===== src/rtl/spi_frame_rx_if.sv =====
// SPI link pins between the measurement master and the frame receiver.
interface spi_frame_rx_if;
    logic spi_sclk;
    logic spi_cs;
    logic spi_mosi;
    logic spi_miso;

    modport master (output spi_sclk, output spi_cs, output spi_mosi, input spi_miso);
    modport slave  (input spi_sclk, input spi_cs, input spi_mosi, output spi_miso);
endinterface


===== src/rtl/spi_frame_rx.sv =====
// SPI mode-0 slave that receives 8-byte measurement frames and splits them into fields.
// Optional SPI_MISO_ECHO_EN: echo the previous received byte on spi_miso with a one-byte lag.
module spi_frame_rx #(
    parameter int SYNC_STAGES    = 2,
    parameter int TIMEOUT_CYCLES = 1000000
) (
    input  logic           sys_clk,
    input  logic           rst,
    spi_frame_rx_if.slave  spi,
    output logic [7:0]     byte_rec,
    output logic           byte_done,
    output logic [63:0]    data64,
    output logic [15:0]    high_times,
    output logic [15:0]    all_times,
    output logic [31:0]    fx,
    output logic           frame_valid,
    output logic           frame_err
);

    localparam int TW = $clog2(TIMEOUT_CYCLES + 1);

    typedef enum logic [1:0] {IDLE, RECV, DONE, ERR} state_t;

    logic [SYNC_STAGES-1:0] sclk_sync, cs_sync, mosi_sync;
    logic                   sclk_d, cs_d;
    logic                   sclk_s, cs_s, mosi_s;
    logic                   sclk_rise, cs_fall, cs_rise;

    state_t      state, state_n;
    logic [2:0]  bit_cnt, bit_cnt_n;
    logic [3:0]  byte_cnt, byte_cnt_n;
    logic [7:0]  shift_q, shift_n;
    logic [63:0] frame_q, frame_n;
    logic [TW-1:0] tmo, tmo_n;
    logic [7:0]  byte_rec_n;
    logic        byte_done_n;
    logic [63:0] data64_n;

    // Synchronisers start in the idle line state so reset release never fakes an edge.
    always_ff @(posedge sys_clk or posedge rst) begin
        if (rst) begin
            sclk_sync <= '0;
            cs_sync   <= '1;
            mosi_sync <= '0;
            sclk_d    <= 1'b0;
            cs_d      <= 1'b1;
        end else begin
            sclk_sync <= {sclk_sync[SYNC_STAGES-2:0], spi.spi_sclk};
            cs_sync   <= {cs_sync[SYNC_STAGES-2:0], spi.spi_cs};
            mosi_sync <= {mosi_sync[SYNC_STAGES-2:0], spi.spi_mosi};
            sclk_d    <= sclk_s;
            cs_d      <= cs_s;
        end
    end

    assign sclk_s    = sclk_sync[SYNC_STAGES-1];
    assign cs_s      = cs_sync[SYNC_STAGES-1];
    assign mosi_s    = mosi_sync[SYNC_STAGES-1];
    assign sclk_rise = sclk_s & ~sclk_d;
    assign cs_fall   = ~cs_s & cs_d;
    assign cs_rise   = cs_s & ~cs_d;

    always_ff @(posedge sys_clk or posedge rst) begin
        if (rst) begin
            state     <= IDLE;
            bit_cnt   <= '0;
            byte_cnt  <= '0;
            shift_q   <= '0;
            frame_q   <= '0;
            tmo       <= '0;
            byte_rec  <= '0;
            byte_done <= 1'b0;
            data64    <= '0;
        end else begin
            state     <= state_n;
            bit_cnt   <= bit_cnt_n;
            byte_cnt  <= byte_cnt_n;
            shift_q   <= shift_n;
            frame_q   <= frame_n;
            tmo       <= tmo_n;
            byte_rec  <= byte_rec_n;
            byte_done <= byte_done_n;
            data64    <= data64_n;
        end
    end

    // The end-of-frame check uses the counters after any same-cycle shift.
    always_comb begin
        state_n     = state;
        bit_cnt_n   = bit_cnt;
        byte_cnt_n  = byte_cnt;
        shift_n     = shift_q;
        frame_n     = frame_q;
        tmo_n       = tmo;
        byte_rec_n  = byte_rec;
        byte_done_n = 1'b0;
        data64_n    = data64;
        case (state)
            IDLE: begin
                if (cs_fall) begin
                    state_n    = RECV;
                    bit_cnt_n  = '0;
                    byte_cnt_n = '0;
                    shift_n    = '0;
                    frame_n    = '0;
                    tmo_n      = '0;
                end
            end
            RECV: begin
                if (sclk_rise) begin
                    shift_n   = {shift_q[6:0], mosi_s};
                    bit_cnt_n = bit_cnt + 3'd1;
                    tmo_n     = '0;
                    if (bit_cnt == 3'd7) begin
                        byte_rec_n  = shift_n;
                        byte_done_n = 1'b1;
                        frame_n     = {frame_q[55:0], shift_n};
                        if (byte_cnt != 4'd9) begin
                            byte_cnt_n = byte_cnt + 4'd1;
                        end
                    end
                end else begin
                    tmo_n = tmo + TW'(1);
                end
                if (cs_fall) begin
                    state_n = ERR;
                end else if (cs_rise) begin
                    if (byte_cnt_n == 4'd8 && bit_cnt_n == 3'd0) begin
                        state_n  = DONE;
                        data64_n = frame_n;
                    end else begin
                        state_n = ERR;
                    end
                end else if (!sclk_rise && tmo_n == TW'(TIMEOUT_CYCLES)) begin
                    state_n = ERR;
                end
            end
            DONE:    state_n = IDLE;
            ERR:     state_n = IDLE;
            default: state_n = IDLE;
        endcase
    end

    assign frame_valid = (state == DONE);
    assign frame_err   = (state == ERR);
    assign high_times  = data64[63:48];
    assign all_times   = data64[47:32];
    assign fx          = data64[31:0];

`ifdef SPI_MISO_ECHO_EN
    logic       sclk_fall;
    logic [7:0] echo_sh;

    assign sclk_fall = ~sclk_s & sclk_d;

    // At a byte boundary the falling edge loads the byte just completed; otherwise shift out.
    always_ff @(posedge sys_clk or posedge rst) begin
        if (rst) begin
            echo_sh <= '0;
        end else if (state == IDLE && cs_fall) begin
            echo_sh <= '0;
        end else if (state == RECV && sclk_fall) begin
            if (bit_cnt == 3'd0 && byte_cnt != 4'd0) begin
                echo_sh <= byte_rec;
            end else begin
                echo_sh <= {echo_sh[6:0], 1'b0};
            end
        end
    end

    assign spi.spi_miso = ~spi.spi_cs & echo_sh[7];
`else
    assign spi.spi_miso = 1'b0;
`endif

endmodule


===== src/flat_wrapper.sv =====
// flat-port wrapper written by rule: the top's interface ports become plain ports
module spi_frame_rx_flat 
#(
    parameter int SYNC_STAGES    = 2,
    parameter int TIMEOUT_CYCLES = 1000000
)
  (sys_clk, rst, byte_rec, byte_done, data64, high_times, all_times, fx, frame_valid, frame_err, spi_spi_sclk, spi_spi_cs, spi_spi_mosi, spi_spi_miso);
  spi_frame_rx_if spi_i ();
  input  logic sys_clk;
  input  logic rst;
  output logic [7:0] byte_rec;
  output logic byte_done;
  output logic [63:0] data64;
  output logic [15:0] high_times;
  output logic [15:0] all_times;
  output logic [31:0] fx;
  output logic frame_valid;
  output logic frame_err;
  input wire logic [$bits(spi_i.spi_sclk)-1:0] spi_spi_sclk;
  input wire logic [$bits(spi_i.spi_cs)-1:0] spi_spi_cs;
  input wire logic [$bits(spi_i.spi_mosi)-1:0] spi_spi_mosi;
  output wire logic [$bits(spi_i.spi_miso)-1:0] spi_spi_miso;
  assign spi_i.spi_sclk = spi_spi_sclk;
  assign spi_i.spi_cs = spi_spi_cs;
  assign spi_i.spi_mosi = spi_spi_mosi;
  assign spi_spi_miso = spi_i.spi_miso;
  spi_frame_rx #(.SYNC_STAGES(SYNC_STAGES), .TIMEOUT_CYCLES(TIMEOUT_CYCLES)) u_core (.sys_clk(sys_clk), .rst(rst), .spi(spi_i), .byte_rec(byte_rec), .byte_done(byte_done), .data64(data64), .high_times(high_times), .all_times(all_times), .fx(fx), .frame_valid(frame_valid), .frame_err(frame_err));
endmodule

===== config.mk =====
export PLATFORM = sky130hd
export DESIGN_NAME = spi_frame_rx_flat
export DESIGN_NICKNAME = d
export VERILOG_FILES = /design/src/rtl/spi_frame_rx_if.sv /design/src/rtl/spi_frame_rx.sv /design/src/flat_wrapper.sv
export SDC_FILE = /design/constraint.sdc
export NUM_CORES = 1
export LEC_CHECK = 0
export CORE_UTILIZATION = 48
export CTS_CLUSTER_SIZE = 25
export DETAILED_ROUTE_END_ITERATION = 10
export GPL_TIMING_DRIVEN = 0
export PLACE_DENSITY = 0.81
export SLEW_MARGIN = 30
export SYNTH_ARGS = -nofsm -noshare
export SYNTH_HDL_FRONTEND = slang
export SYNTH_SLANG_ARGS = --single-unit

===== constraint.sdc =====
create_clock -name sys_clk -period 5.85 [get_ports sys_clk]
set_input_delay 0.8775 -clock sys_clk [delete_from_list [all_inputs] [get_ports sys_clk]]
set_output_delay 0.8775 -clock sys_clk [all_outputs]
set_load 0.03 [all_outputs]

==> impl_results.md <==
* Worst-margin pin slew at 718 ps
* Largest net degree at the start of global routing at 85
* WL met2 at 11.0 mm
* ANT nets after route at 0
* Utilization after layout at 63.1%
* Post-DP HPWL at 14.7 mm
* Netlist cell types at 53
* Placed insts at 1,213
* Drt pass-1 iters at 5
* DR top layer: met4
* Placer Congestion at 0.821
* Layout overhead on the synthesized area at 28.7%
* Total Wirelength at 22.0 mm
* Startpoint class of the critical path: flop
* Num rows at 48
* Post-Layout Cell Count at 1,245
* Total negative slack at 0 ps
* Register area share after synthesis at 53.7%
* Fmax achieved at 352 MHz
* Register bit total from synthesis at 181
* All-Layer GR Usage at 25.3%
* Total chip power at 3.06 mW
* Placed cell areas at 10,200 um^2
* WL/cell at 17.7 um
* Post-synth ARST share at 100%
* Clock tree root driver cell: clkbuf_16
* Layout cells sized above 1 at 13.6%
* # DRC at 0
* Maxcap violations at 0
* Status: finished clean
* Critical path endpoint category: flop
* Flop-to-flop setup slack at 3010 ps
* WP data required at 6190 ps
* IO Count at 145
* Clock buffer count from CTS at 17
* Crit path max fanout at 10
* Post-Layout Inst Area at 10,900 um^2
* Post-layout minimum cycle time at 2840 ps
* CTS tree: built
* I/O Buffers at 143
* Cell depth of the worst min-delay path at 0
* CTS clk-pin slew, worst paths at 70 ps
* Post-Syn Area at 8450 um^2
* Yosys warns at 0
* Core Box Area at 17,200 um^2
* Total gr overflow at 0
* Synth Instances at 843
* Starting Density at 49.0%
* Total vias in the final route at 7,294
* Postcts setup bufs at 0
* Post_cts resized at 0
* Initial antenna violation count at 0
* Avg Inst Size Synth at 10.0 um^2
* Die Area at 18,100 um^2
* DR iter-0 viols at 602
* RSZ-0062 raised after global routing: no
* EDFF count, synth at 0
* Final nets at 1,019
* Maximum clock path buffer count at 2
* First-pass GRT wire length at 35.7 mm
* Main flop type after synthesis: dfrtp_1
* H-tree depth at 4
* CTS Sinks at 181
* Slew Limit Headroom at 51.9%
* Hold Path Class: flop to flop
* Met3 WL at 1.65 mm
* Hold_buf cts at 0
* Net count after synthesis at 855
* Die Ht at 135 um
* Antenna cell count at 0
* Final setup viols at 0
* Part of the cycle the worst path needs at 48.5%
* Pwr Density at 281 nW/um^2
* Final Hold Fails at 0
* Max IR drop VDD at 223 uV
* Latest clock arrival within the worst-skew pair at 430 ps
* Lkg Pwr at 4.68 nW
* WP data arrival at 3170 ps
* Vias per cell at 5.86
* DIE WIDTH at 135 um
* Met1 wire length at 9.09 mm
* R2R depth at 11
* Slew Limit Fails at 0
* Worst clock skew at 10.7 ps
* Vias in the first global route at 6,908
* WS Path Type: flop to flop
-- worst paths after layout --
path,start,end
max,u_core.bit_cnt[0]$_DFFE_PP0P_,u_core.data64[18]$_DFFE_PP0P_
min,u_core.sclk_sync[0]$_DFF_PP0_,u_core.sclk_sync[1]$_DFF_PP0_
max reg2reg,u_core.bit_cnt[0]$_DFFE_PP0P_,u_core.data64[18]$_DFFE_PP0P_
min reg2reg,u_core.sclk_sync[0]$_DFF_PP0_,u_core.sclk_sync[1]$_DFF_PP0_
max in group asynchronous,rst,u_core.data64[18]$_DFFE_PP0P_
min in group asynchronous,rst,u_core.data64[59]$_DFFE_PP0P_
-- power breakdown --
group          internal [mW]  switching (mW)  leakage (nW)  total [mW]
Clock                  0.754           0.483         0.309        1.24
Combinational          0.124           0.377          1.87       0.501
Sequential              1.28          0.0380          2.50        1.32
-- critical path, stage by stage, from the launching register on --
cell      delay, ps
dfrtp_1         420
ha_1            220
ha_1            190
and3b_1         160
clkbuf_1        190
a31oi_1         200
a31oi_1          70
nor4_1          380
buf_2           330
buf_2           280
a21oi_1         110
a31oi_1         200
-- stage by stage --
stage,hold WS (ps),worst slack (ps)
after floorplan,331,62.1
after global placement,335,-2210
after detailed placement,336,3070
after CTS,351,3010
after global routing,354,2740
final,350,3010
-- cell usage after synthesis, types with 4 or more instances --
| library cell | count | area [um^2] |
|---|---|---|
| nand2b_1 | 8 | 50.1 |
| buf_1 | 4 | 15.0 |
| nand2_1 | 150 | 563 |
| a21oi_1 | 77 | 385 |
| dfrtp_1 | 178 | 4450 |
| inv_1 | 6 | 22.5 |
| nor3_1 | 6 | 30.0 |
| o41ai_1 | 5 | 43.8 |
| o31ai_1 | 4 | 30.0 |
| nor2_1 | 22 | 82.6 |
| nand3_1 | 8 | 40.0 |
| mux2_2 | 9 | 101 |
| a22o_1 | 74 | 648 |
| nand4_1 | 5 | 31.3 |
| and2_1 | 5 | 31.3 |
| buf_2 | 13 | 65.1 |
| ha_1 | 7 | 87.6 |
| a31oi_1 | 69 | 432 |
| buf_4 | 65 | 488 |
| o21ai_0 | 29 | 145 |
| mux2i_1 | 6 | 60.1 |
| clkbuf_1 | 43 | 161 |
-- logic make-up (layout without fill, tap and decap cells) --
kind of cell / count (synthesis) / count (layout) / share of synthesized area (%)
simple gates: 228 / 228 / 12.1
mux: 15 / 15 / 1.91
flops: 181 / 181 / 53.7
compound gates: 272 / 272 / 21.4
fa+ha+maj: 7 / 7 / 1.04
other cells: 1 / 1 / 0.0444
buf+inv: 134 / 311 / 9.30
xor+xnor: 5 / 5 / 0.519
-- sequential cells by signal (all words and copies together), names as in the netlist, 2 cells and up --
register and cells:
u_core.bit_cnt 3, u_core.byte_cnt 4, u_core.byte_rec 8, u_core.cs_sync 2, u_core.data64 64, u_core.frame_q 64
u_core.mosi_sync 2, u_core.sclk_sync 2, u_core.shift_q 7, u_core.state 2, u_core.tmo 20
-- cell usage in the layout, fill, tap and decap left out, drive strengths merged, types with 22 or more instances in the layout --
| cell type | netlist | final |
|---|---|---|
| dfrtp | 178 | 178 |
| nand2 | 150 | 150 |
| clkdlybuf4s50 | 0 | 143 |
| buf | 85 | 87 |
| a21oi | 77 | 77 |
| a22o | 74 | 74 |
| a31oi | 69 | 69 |
| clkbuf | 43 | 65 |
| o21ai | 31 | 31 |
| nor2 | 22 | 22 |
-- layout make-up --
type,instances,area (um^2)
Clock inverter,10,169
Timing Repair Buffer,145,1490
Buffer,128,763
Sequential cell,181,4530
Multi-Input combinational cell,528,3130
Inverter,6,30.0
Tap cell,225,282
Fill cell,1349,6370
Clock buffer,22,474
-- layer usage --
metal  track usage, %  vias up
met4             8.18        0
met3             5.11       30
met1             34.4     3600
li1                 -     3290
met2             40.6      374
met5                0        -
No activity file was read; power rests on OpenSTA's default activity.
